### config.mk
export PLATFORM = sky130hd
export DESIGN_NAME = aes_inv_key_schedule
export DESIGN_NICKNAME = d
export VERILOG_FILES = /design/src/rtl/aes_inv_key_schedule_pkg.sv /design/src/rtl/aes_inv_key_schedule_sub_word.sv /design/src/rtl/aes_inv_key_schedule.sv
export SDC_FILE = /design/constraint.sdc
export NUM_CORES = 2
export LEC_CHECK = 0
export ABC_AREA = 0
export CAP_MARGIN = 25
export CORE_MARGIN = 1
export CORE_UTILIZATION = 30
export CTS_BUF_LIST = sky130_fd_sc_hd__clkbuf_4 sky130_fd_sc_hd__clkbuf_8
export CTS_CLUSTER_DIAMETER = 120
export CTS_CLUSTER_SIZE = 25
export DETAILED_ROUTE_END_ITERATION = 8
export PLACE_DENSITY = 0.56
export SYNTH_ARGS = -nofsm -noshare
export SYNTH_HDL_FRONTEND = slang
export SYNTH_SLANG_ARGS = --single-unit
### constraint.sdc
create_clock -name clk -period 17.2 [get_ports clk]
set_input_delay 3.44 -clock clk [delete_from_list [all_inputs] [get_ports clk]]
set_output_delay 3.44 -clock clk [all_outputs]
set_load 0.02 [all_outputs]
### src/rtl/aes_inv_key_schedule_pkg.sv
// Shared definitions for the AES-128 inverse key schedule and the encryption
// path: FSM state encoding, round constants, the forward S-box table and the
// default round count.
package aes_inv_key_schedule_pkg;

  localparam int NR_AES128 = 10;

  typedef enum logic [1:0] {
    IDLE   = 2'd0,
    EXPAND = 2'd1,
    READY  = 2'd2
  } state_t;

  // Round constants for rounds 1..10 (entry 0 belongs to round 1).
  localparam logic [7:0] RCON [10] = '{
    8'h01, 8'h02, 8'h04, 8'h08, 8'h10, 8'h20, 8'h40, 8'h80, 8'h1b, 8'h36
  };

  // Forward AES S-box, indexed by the input byte.
  localparam logic [7:0] SBOX [256] = '{
    8'h63, 8'h7c, 8'h77, 8'h7b, 8'hf2, 8'h6b, 8'h6f, 8'hc5, 8'h30, 8'h01, 8'h67, 8'h2b, 8'hfe, 8'hd7, 8'hab, 8'h76,
    8'hca, 8'h82, 8'hc9, 8'h7d, 8'hfa, 8'h59, 8'h47, 8'hf0, 8'had, 8'hd4, 8'ha2, 8'haf, 8'h9c, 8'ha4, 8'h72, 8'hc0,
    8'hb7, 8'hfd, 8'h93, 8'h26, 8'h36, 8'h3f, 8'hf7, 8'hcc, 8'h34, 8'ha5, 8'he5, 8'hf1, 8'h71, 8'hd8, 8'h31, 8'h15,
    8'h04, 8'hc7, 8'h23, 8'hc3, 8'h18, 8'h96, 8'h05, 8'h9a, 8'h07, 8'h12, 8'h80, 8'he2, 8'heb, 8'h27, 8'hb2, 8'h75,
    8'h09, 8'h83, 8'h2c, 8'h1a, 8'h1b, 8'h6e, 8'h5a, 8'ha0, 8'h52, 8'h3b, 8'hd6, 8'hb3, 8'h29, 8'he3, 8'h2f, 8'h84,
    8'h53, 8'hd1, 8'h00, 8'hed, 8'h20, 8'hfc, 8'hb1, 8'h5b, 8'h6a, 8'hcb, 8'hbe, 8'h39, 8'h4a, 8'h4c, 8'h58, 8'hcf,
    8'hd0, 8'hef, 8'haa, 8'hfb, 8'h43, 8'h4d, 8'h33, 8'h85, 8'h45, 8'hf9, 8'h02, 8'h7f, 8'h50, 8'h3c, 8'h9f, 8'ha8,
    8'h51, 8'ha3, 8'h40, 8'h8f, 8'h92, 8'h9d, 8'h38, 8'hf5, 8'hbc, 8'hb6, 8'hda, 8'h21, 8'h10, 8'hff, 8'hf3, 8'hd2,
    8'hcd, 8'h0c, 8'h13, 8'hec, 8'h5f, 8'h97, 8'h44, 8'h17, 8'hc4, 8'ha7, 8'h7e, 8'h3d, 8'h64, 8'h5d, 8'h19, 8'h73,
    8'h60, 8'h81, 8'h4f, 8'hdc, 8'h22, 8'h2a, 8'h90, 8'h88, 8'h46, 8'hee, 8'hb8, 8'h14, 8'hde, 8'h5e, 8'h0b, 8'hdb,
    8'he0, 8'h32, 8'h3a, 8'h0a, 8'h49, 8'h06, 8'h24, 8'h5c, 8'hc2, 8'hd3, 8'hac, 8'h62, 8'h91, 8'h95, 8'he4, 8'h79,
    8'he7, 8'hc8, 8'h37, 8'h6d, 8'h8d, 8'hd5, 8'h4e, 8'ha9, 8'h6c, 8'h56, 8'hf4, 8'hea, 8'h65, 8'h7a, 8'hae, 8'h08,
    8'hba, 8'h78, 8'h25, 8'h2e, 8'h1c, 8'ha6, 8'hb4, 8'hc6, 8'he8, 8'hdd, 8'h74, 8'h1f, 8'h4b, 8'hbd, 8'h8b, 8'h8a,
    8'h70, 8'h3e, 8'hb5, 8'h66, 8'h48, 8'h03, 8'hf6, 8'h0e, 8'h61, 8'h35, 8'h57, 8'hb9, 8'h86, 8'hc1, 8'h1d, 8'h9e,
    8'he1, 8'hf8, 8'h98, 8'h11, 8'h69, 8'hd9, 8'h8e, 8'h94, 8'h9b, 8'h1e, 8'h87, 8'he9, 8'hce, 8'h55, 8'h28, 8'hdf,
    8'h8c, 8'ha1, 8'h89, 8'h0d, 8'hbf, 8'he6, 8'h42, 8'h68, 8'h41, 8'h99, 8'h2d, 8'h0f, 8'hb0, 8'h54, 8'hbb, 8'h16
  };

  // Round constant byte for round 1..10; zero outside that range.
  function automatic logic [7:0] rcon_byte(input logic [3:0] round);
    logic [3:0] idx;
    idx = round - 4'd1;
    if (round == 4'd0 || round > 4'd10) begin
      return 8'h00;
    end
    return RCON[idx];
  endfunction

endpackage

### src/rtl/aes_inv_key_schedule_sub_word.sv
// aes_sub_word: AES SubWord, four independent forward S-box lookups.
// Purely combinational so it can be shared with the encryption datapath.
// Ports:
//   word  - 32-bit input word
//   subst - S-box substituted word, byte for byte
module aes_sub_word
  import aes_inv_key_schedule_pkg::*;
(
  input  logic [31:0] word,
  output logic [31:0] subst
);

  for (genvar gi = 0; gi < 4; gi++) begin : g_sbox
    assign subst[8*gi +: 8] = SBOX[word[8*gi +: 8]];
  end

endmodule

### src/rtl/aes_inv_key_schedule.sv
// aes_inv_key_schedule: expands an AES-128 cipher key one round key per
// cycle into local storage, then delivers the round keys in decryption order
// (NR down to 0), stepping on each RK_ADV and wrapping back to NR so the next
// block can reuse the schedule.
// Ports:
//   clk, rst_n          - clock, synchronous active-low reset
//   KEY_LOAD/CIPHER_KEY - request to expand a new key (ignored while BUSY)
//   RK_ADV              - step to the next round key (READY only)
//   BUSY                - expansion in progress
//   RK_VALID            - RK_OUT/RK_IDX hold a valid round key
//   RK_OUT/RK_IDX       - current round key and its round index
//   RK_LAST             - RK_IDX is 0, the final AddRoundKey key
module aes_inv_key_schedule
  import aes_inv_key_schedule_pkg::*;
#(
  parameter int NR = NR_AES128
) (
  input  logic         clk,
  input  logic         rst_n,
  input  logic         KEY_LOAD,
  input  logic [127:0] CIPHER_KEY,
  input  logic         RK_ADV,
  output logic         BUSY,
  output logic         RK_VALID,
  output logic [127:0] RK_OUT,
  output logic [3:0]   RK_IDX,
  output logic         RK_LAST
);

  localparam logic [3:0] LAST_IDX = 4'(NR);

  state_t       state_reg;
  logic [3:0]   cnt_reg;
  logic [3:0]   ptr_reg;
  logic [127:0] key_mem [0:NR];

  logic         load_ok;
  logic [3:0]   prev_idx;
  logic [127:0] prev_key;
  logic [31:0]  prev_w [4];
  logic [31:0]  next_w [4];
  logic [31:0]  rot_word;
  logic [31:0]  sub_word;
  logic [31:0]  mix_word;
  logic [127:0] next_key;
  logic [3:0]   ptr_next;
  logic         wr_en;
  logic [3:0]   wr_addr;
  logic [127:0] wr_data;

  assign load_ok  = KEY_LOAD && (state_reg != EXPAND);
  assign prev_idx = cnt_reg - 4'd1;
  assign prev_key = key_mem[prev_idx];

  // Word 0 sits in the top 32 bits.
  for (genvar gi = 0; gi < 4; gi++) begin : g_split
    assign prev_w[gi] = prev_key[127 - 32*gi -: 32];
    assign next_key[127 - 32*gi -: 32] = next_w[gi];
  end

  assign rot_word = {prev_w[3][23:0], prev_w[3][31:24]};

  aes_sub_word u_sub_word (
    .word  (rot_word),
    .subst (sub_word)
  );

  assign mix_word = sub_word ^ {rcon_byte(cnt_reg), 24'h000000};

  // Each new word chains off the one just produced in the same round key.
  assign next_w[0] = prev_w[0] ^ mix_word;
  for (genvar gi = 1; gi < 4; gi++) begin : g_chain
    assign next_w[gi] = prev_w[gi] ^ next_w[gi-1];
  end

  assign ptr_next = (ptr_reg == 4'd0) ? LAST_IDX : ptr_reg - 4'd1;

  // Single write port: cipher key into slot 0 on load, then one round key per
  // expansion cycle.
  assign wr_en   = rst_n && (load_ok || state_reg == EXPAND);
  assign wr_addr = (state_reg == EXPAND) ? cnt_reg : 4'd0;
  assign wr_data = (state_reg == EXPAND) ? next_key : CIPHER_KEY;

  // Storage is not reset: it is only read once a full expansion has
  // completed.
  always_ff @(posedge clk) begin
    if (wr_en) begin
      key_mem[wr_addr] <= wr_data;
    end
  end

  always_ff @(posedge clk) begin
    if (!rst_n) begin
      state_reg <= IDLE;
      cnt_reg   <= 4'd0;
      ptr_reg   <= 4'd0;
      BUSY      <= 1'b0;
      RK_VALID  <= 1'b0;
      RK_LAST   <= 1'b0;
      RK_OUT    <= 128'd0;
    end else begin
      case (state_reg)
        IDLE, READY: begin
          if (KEY_LOAD) begin
            state_reg <= EXPAND;
            cnt_reg   <= 4'd1;
            BUSY      <= 1'b1;
            RK_VALID  <= 1'b0;
            RK_LAST   <= 1'b0;
          end else if (state_reg == READY && RK_ADV) begin
            ptr_reg <= ptr_next;
            RK_OUT  <= key_mem[ptr_next];
            RK_LAST <= (ptr_next == 4'd0);
          end
        end
        EXPAND: begin
          cnt_reg <= cnt_reg + 4'd1;
          if (cnt_reg == LAST_IDX) begin
            // The last round key is not in storage yet, so forward it
            // straight to the output register.
            state_reg <= READY;
            ptr_reg   <= LAST_IDX;
            RK_OUT    <= next_key;
            RK_LAST   <= 1'b0;
            BUSY      <= 1'b0;
            RK_VALID  <= 1'b1;
          end
        end
        default: begin
          state_reg <= IDLE;
        end
      endcase
    end
  end

  assign RK_IDX = ptr_reg;

endmodule

After elaboration in Yosys (flattened, before gate mapping). Memories as Yosys holds them, arrays and structs flattened. Index checks and enable logic that the tools add are counted.

Bits in registers: 141. RAM bits: 1408. ROM bits: 8320. Input bits: 132. Output and inout bits: 135. Word-level logic and storage cells: 97. Memories: 6.

Add/sub/neg operators: 3. Magnitude comparators: 6. Equality and inequality tests: 9. Muxes and demuxes: 40. Bitwise gates (word level): 10. Reduce and logical (&&, ||, !) cells: 16.

Memory list: (no name shown) (words 256, width 8, rd ports 1, clocked after Yosys merged registers in 0, wr ports 0, RTL line aes_inv_key_schedule_sub_word.sv:14) `assign subst[8*gi +: 8] = SBOX[word[8*gi +: 8]];`; (no name shown) (words 256, width 8, rd ports 1, clocked after Yosys merged registers in 0, wr ports 0, RTL line aes_inv_key_schedule_sub_word.sv:14); (no name shown) (words 256, width 8, rd ports 1, clocked after Yosys merged registers in 0, wr ports 0, RTL line aes_inv_key_schedule_sub_word.sv:14); (no name shown) (words 256, width 8, rd ports 1, clocked after Yosys merged registers in 0, wr ports 0, RTL line aes_inv_key_schedule_sub_word.sv:14); key_mem (words 11, width 128, rd ports 2, clocked after Yosys merged registers in 0, wr ports 1, RTL line aes_inv_key_schedule.sv:35) `logic [127:0] key_mem [0:NR];`; (no name shown) (words 16, width 8, rd ports 1, clocked after Yosys merged registers in 0, wr ports 0, RTL line aes_inv_key_schedule_pkg.sv:46) `return RCON[idx];`.

Operators by type and width (count): 2-to-1 mux 128 bit (4); case mux 128 bit (2 select lines) (1); bitwise XOR 32 bit (5); 2-to-1 mux 8 bit (12); >= comparator 9 bit (second input constant) (4); inverter 8 -> 9 bit (4); 2-to-1 mux 4 bit (6); case mux 4 bit (2 select lines) (2); zero test 4 bit (3); 2-to-1 mux 1 bit (9); subtractor 4 x 1 -> 4 bit (second input constant) (2); inequality test 2 bit (second input constant) (3); case mux 1 bit (2 select lines) (3); AND reduction 3 bit (2); >= comparator 5 bit (second input constant) (1); inverter 4 -> 5 bit (1); adder 4 x 1 -> 4 bit (second input constant) (1); == test 4 bit (second input constant) (1); greater-than comparator 4 bit (second input constant) (1); 2-to-1 mux 2 bit (2); inequality test 2 x 1 -> 1 bit (second input constant) (2); case mux 2 bit (2 select lines) (1); AND reduction 2 bit (2); AND reduction 4 bit (1); other kinds (8) (11).

Longest topological paths before layout.
Word-level depth: 13. Gate-level depth with buffers: 31. Mapped depth without buffers: 20.

By module. From an unflattened synthesis, not the netlist that was laid out.

Cells, all modules: 7780. Area, all modules: 88620.0 µm².

By module, submodules not included: aes_inv_key_schedule (instances 1, cells each 5595, area an instance 74850.5 µm², sequential area each 45103.3 µm²); aes_sub_word (instances 1, cells each 2185, area an instance 13769.5 µm², sequential area each 0.0 µm²).

Worst setup path before layout. Ideal clock, no wire load.

Path type: input to register. Start point: input port rst_n. End point: memory key_mem[6][0], enable pin. Arrival: 16087 ps. Setup slack: 184 ps. Stages: 4. Buffers on the path: 2. Cells stage by stage: clkbuf_1 clkbuf_1 nand3_1 nor4_1.

Word-level cells in the longest chain between the ends: 3.

RTL lines: start, declared (RTL line aes_inv_key_schedule.sv:19) `input logic rst_n,`; logical AND 1 bit (RTL line aes_inv_key_schedule.sv:80) `assign wr_en = rst_n && (load_ok || state_reg == EXPAND);`; 2-to-1 mux 1 bit (RTL line aes_inv_key_schedule.sv:87) `if (wr_en) begin`; 2-to-1 mux 1 bit (not written as such) (RTL line aes_inv_key_schedule.sv:88) `key_mem[wr_addr] <= wr_data;`; end, declared (RTL line aes_inv_key_schedule.sv:35).

Every way passes these cells.

Worst setup path in the final report.
Start point: register cnt_reg[0]. End point: memory key_mem[0][54] (data pin).

Word-level cells in the longest chain between the ends: 11.

RTL lines: start, declared (RTL line aes_inv_key_schedule.sv:33) `logic [3:0] cnt_reg;`; start signal, assigned (RTL line aes_inv_key_schedule.sv:117) `cnt_reg <= cnt_reg + 4'd1;`; subtractor 4 x 1 -> 4 bit (*) (RTL line aes_inv_key_schedule.sv:52) `assign prev_idx = cnt_reg - 4'd1;`; memory read (11 x 128 bit) (*); inverter 8 -> 9 bit (not written as such) (RTL line aes_inv_key_schedule_sub_word.sv:14); memory read (256 x 8 bit); 2-to-1 mux 8 bit (not written as such) (2 in series) (RTL line aes_inv_key_schedule_sub_word.sv:14); bitwise XOR 32 bit (RTL line aes_inv_key_schedule.sv:68) `assign mix_word = sub_word ^ {rcon_byte(cnt_reg), 24'h000000};`; bitwise XOR 32 bit (RTL line aes_inv_key_schedule.sv:71) `assign next_w[0] = prev_w[0] ^ mix_word;`; bitwise XOR 32 bit (RTL line aes_inv_key_schedule.sv:73) `assign next_w[gi] = prev_w[gi] ^ next_w[gi-1];`; bitwise XOR 32 bit (*) (RTL line aes_inv_key_schedule.sv:73); 2-to-1 mux 128 bit (*) (RTL line aes_inv_key_schedule.sv:82) `assign wr_data = (state_reg == EXPAND) ? next_key : CIPHER_KEY;`; net wr_data[54] (RTL line aes_inv_key_schedule.sv:49) `logic [127:0] wr_data;`.

The timed path passes the listed nets; every way through them passes the cells marked *. The select of a mux whose other input is x is not followed.

==> impl_metrics.json <==
{
  "r2r-end": "key_mem[0][54]",
  "io_buffers": 266,
  "netlist.area_leader.share_pct": 48.1,
  "cts.sinks": 1549,
  "cts_tree": "yes",
  "async_flop_share_pct": 0,
  "cap_violations": 0,
  "fmax_mhz": 101,
  "final.min_clock_period_ns": 9.90,
  "fin_util_pct": 33.1,
  "io_pins": 267,
  "synth_seq_cells": 1549,
  "largest_register_ffs": 1408,
  "max_stage_delay_ns": 0.97,
  "timing.reg2reg.setup_slack_ns": 7.30,
  "insertion_delay_ns": 0.91,
  "hold_viol_final": 0,
  "cts_resized": 0,
  "cpMaxStageDelayCell": "o21ai_0",
  "dpl.hpwl_um": 236000,
  "synth_cell_types": 96,
  "die_w_um": 543,
  "ys_seq_area_share_pct": 51.3,
  "synth_top_cell_by_area": "edfxtp_1",
  "synth_area_per_cell_um2": 11.7,
  "post-route-period-util_pct": 57.6,
  "synth_top_flop_cell": "edfxtp_1",
  "drcViolationCount": 0,
  "fin_skew_ns": 0.0825,
  "p_leak_nw": 30.9,
  "final_antenna_net_count": 0,
  "die_area_mm2": 0.295,
  "nNetsFinal": 7577,
  "cts_buffers": 75,
  "endpoint_kind": "flip-flop",
  "ir_drop_uv": 82.5,
  "area_growth_pct": 9.57,
  "grt_pass1_wl_um": 519000,
  "r2r_start": "cnt_reg[0]",
  "critPathBufInv": 6,
  "worst_setup_path_start_kind": "flip-flop",
  "top_regs": "key_mem (1408), RK_OUT (128)",
  "yosysWarnings": 0,
  "crit_chain": "inv_2 > buf_4 > ha_1 > xor2_4 > buf_12 > buf_4 > buf_4 > nand3_1 > nand4_1 > mux2i_2 > buf_4 > ha_1 > nand2_1 > a21oi_1 > o21ai_0 > o311ai_0 > o221ai_1 > xor2_1 > xnor3_1 > o21ai_0",
  "cp_data_required_time_ns": 17.75,
  "arrival_ns": 10.45,
  "synth.net_count": 7699,
  "dp_cells": 11200,
  "start_util_pct": 30.2,
  "worstPathMaxFanout": 71,
  "synth-edff-count": 1408,
  "wire_per_inst_um": 32.7,
  "rsz0062_at_grt": "false",
  "cts_setup_buffers": 0,
  "drive_gt1_share_pct": 13.6,
  "die_h_um": 543,
  "synth_cells": 7506,
  "cp_common_cell": "buf_4",
  "maxSlewViolCount": 0,
  "drt-total-wl_um": 370000,
  "clockBufferDepth": 3,
  "grt_pass1_vias": 67400,
  "outcome": "finished clean",
  "grt_util_all_layers_pct": 24.3,
  "cts.htree.levels": 3,
  "cp-endpoint": "key_mem[0][54]",
  "ctsHoldBuffers": 0,
  "fin_setup_tns_ns": 0,
  "clockRootBuffer": "clkbuf_8",
  "tightest_slew_ns": 1.11,
  "vias": 70000,
  "hold_path.class": "flip-flop to flip-flop",
  "power.density_mw_per_mm2": 114,
  "crit_cells": 20,
  "layout.cells.non_filler": 11300,
  "antenna_found_initial": 17,
  "critPathTopFamily": "buffers and inverters",
  "first_iter_violations": 10100,
  "viasPerCell": 6.17,
  "finalSetupViolations": 0,
  "drt_first_pass_iters": 7,
  "place.gp.congestion": 1.01,
  "holdWs_ns": 0.518,
  "top_register": "key_mem",
  "critPathKind": "flip-flop to flip-flop",
  "ys_top_cells_by_count": "edfxtp_1, nand2_1, nor2_1",
  "clkTransAtPathRegs_ns": 0.17,
  "overflow": 0,
  "coreArea_mm2": 0.291,
  "worst-r2r-cell-count": 20,
  "yosysMostFrequentCell": "edfxtp_1",
  "relSlewSlack_pct": 24.1,
  "nFillCells": 29100,
  "synth_area_leaders": "edfxtp_1, mux4_2, nand2_1, mux2i_1, dfxtp_1",
  "syn-cell-area_mm2": 0.0879,
  "std_cell_rows": 198,
  "startpoint": "cnt_reg[0]",
  "grt_start_max_net_pins": 136
}
layer usage:
metal / track usage (%) / share of wire (%) / wire length, µm
met1: 32.1 / 40 / 146000
met2: 37.8 / 45 / 166000
met3: 4.83 / 10 / 37100
met4: 12.2 / 5.7 / 21100
met5: 0 / 0.019 / 70
kinds of logic (layout without fill, tap and decap cells):
family                   Yosys count  count (layout)  share of synthesized area (%)
adder cells (fa/ha/maj)           61              61                          0.868
AND/OR/NAND/NOR                 2089            2089                           9.79
multiplexers                     867             867                           16.7
XOR/XNOR                         183             183                           2.00
other                              0               4                              0
flip-flops                      1549            1549                           51.3
AO/OA/AOI/OAI                   2002            2002                           15.4
buffers and inverters            755             688                           3.86
worst min-delay path by stage:
stage                         to         start  slack (ns)  depth (start not counted)
floorplan           state_reg[1]  state_reg[1]        0.51                          2
global placement      RK_OUT[50]    RK_OUT[50]        0.46                          2
detailed placement    RK_OUT[50]    RK_OUT[50]        0.48                          2
CTS                   RK_OUT[50]    RK_OUT[50]        0.52                          2
global route         RK_OUT[103]   RK_OUT[103]        0.53                          2
finish                   RK_LAST       RK_LAST        0.52                          2
tightest hold or removal path: stages, from the launching register on:
cell and delay, ns:
dfxtp_1 0.36, mux2i_1 0.06, nor2_1 0.07
report_power, final:
part | internal [W] | leakage [nW] | switching (W)
Sequential | 0.00443 | 13.9 | 0.0000214
Combinational | 0.00132 | 16.2 | 0.00349
Clock | 0.000537 | 0.817 | 0.00119
stage by stage:
step / worst slack [ns] / power (W) / cell area, µm²
after detailed placement: 7.65 / 0.00915 / 94700
after global placement: 6.53 / 0.00915 / 94600
after floorplan: 0.184 / 0.00713 / 87900
after global routing: 7.26 / 0.0113 / 96300
final: 7.30 / 0.0110 / 96300
after CTS: 7.57 / 0.0109 / 96300
cell usage in the layout (no fill, tap or decap), drive strengths merged, types with 39 or more instances in the layout:
cell / instances
edfxtp: 1408
nand2: 1050
nor2: 634
a21oi: 493
mux4: 480
mux2i: 360
a31oi: 300
o21ai: 288
clkdlybuf4s50: 265
buf: 242
o211ai: 172
a211oi: 154
nand3: 151
dfxtp: 141
xnor2: 134
clkbuf: 125
nor3: 101
a311oi: 69
ha: 61
a21o: 56
o311ai: 46
a221oi: 46
inv: 46
xor2: 41
o31ai: 39
layout make-up:
cell class                      count  area [µm²]  area share (%)
Tap cell                         3900        4880            5.06
Timing Repair Buffer              510        4750            4.93
Clock inverter                     10         139           0.144
Sequential cell                  1549       45100            46.8
Antenna cell                        4        10.0          0.0104
Clock buffer                      122        1400            1.46
Inverter                           46         174           0.181
Multi-Input combinational cell   5202       39900            41.4
No activity file was read; power rests on OpenSTA's default activity.
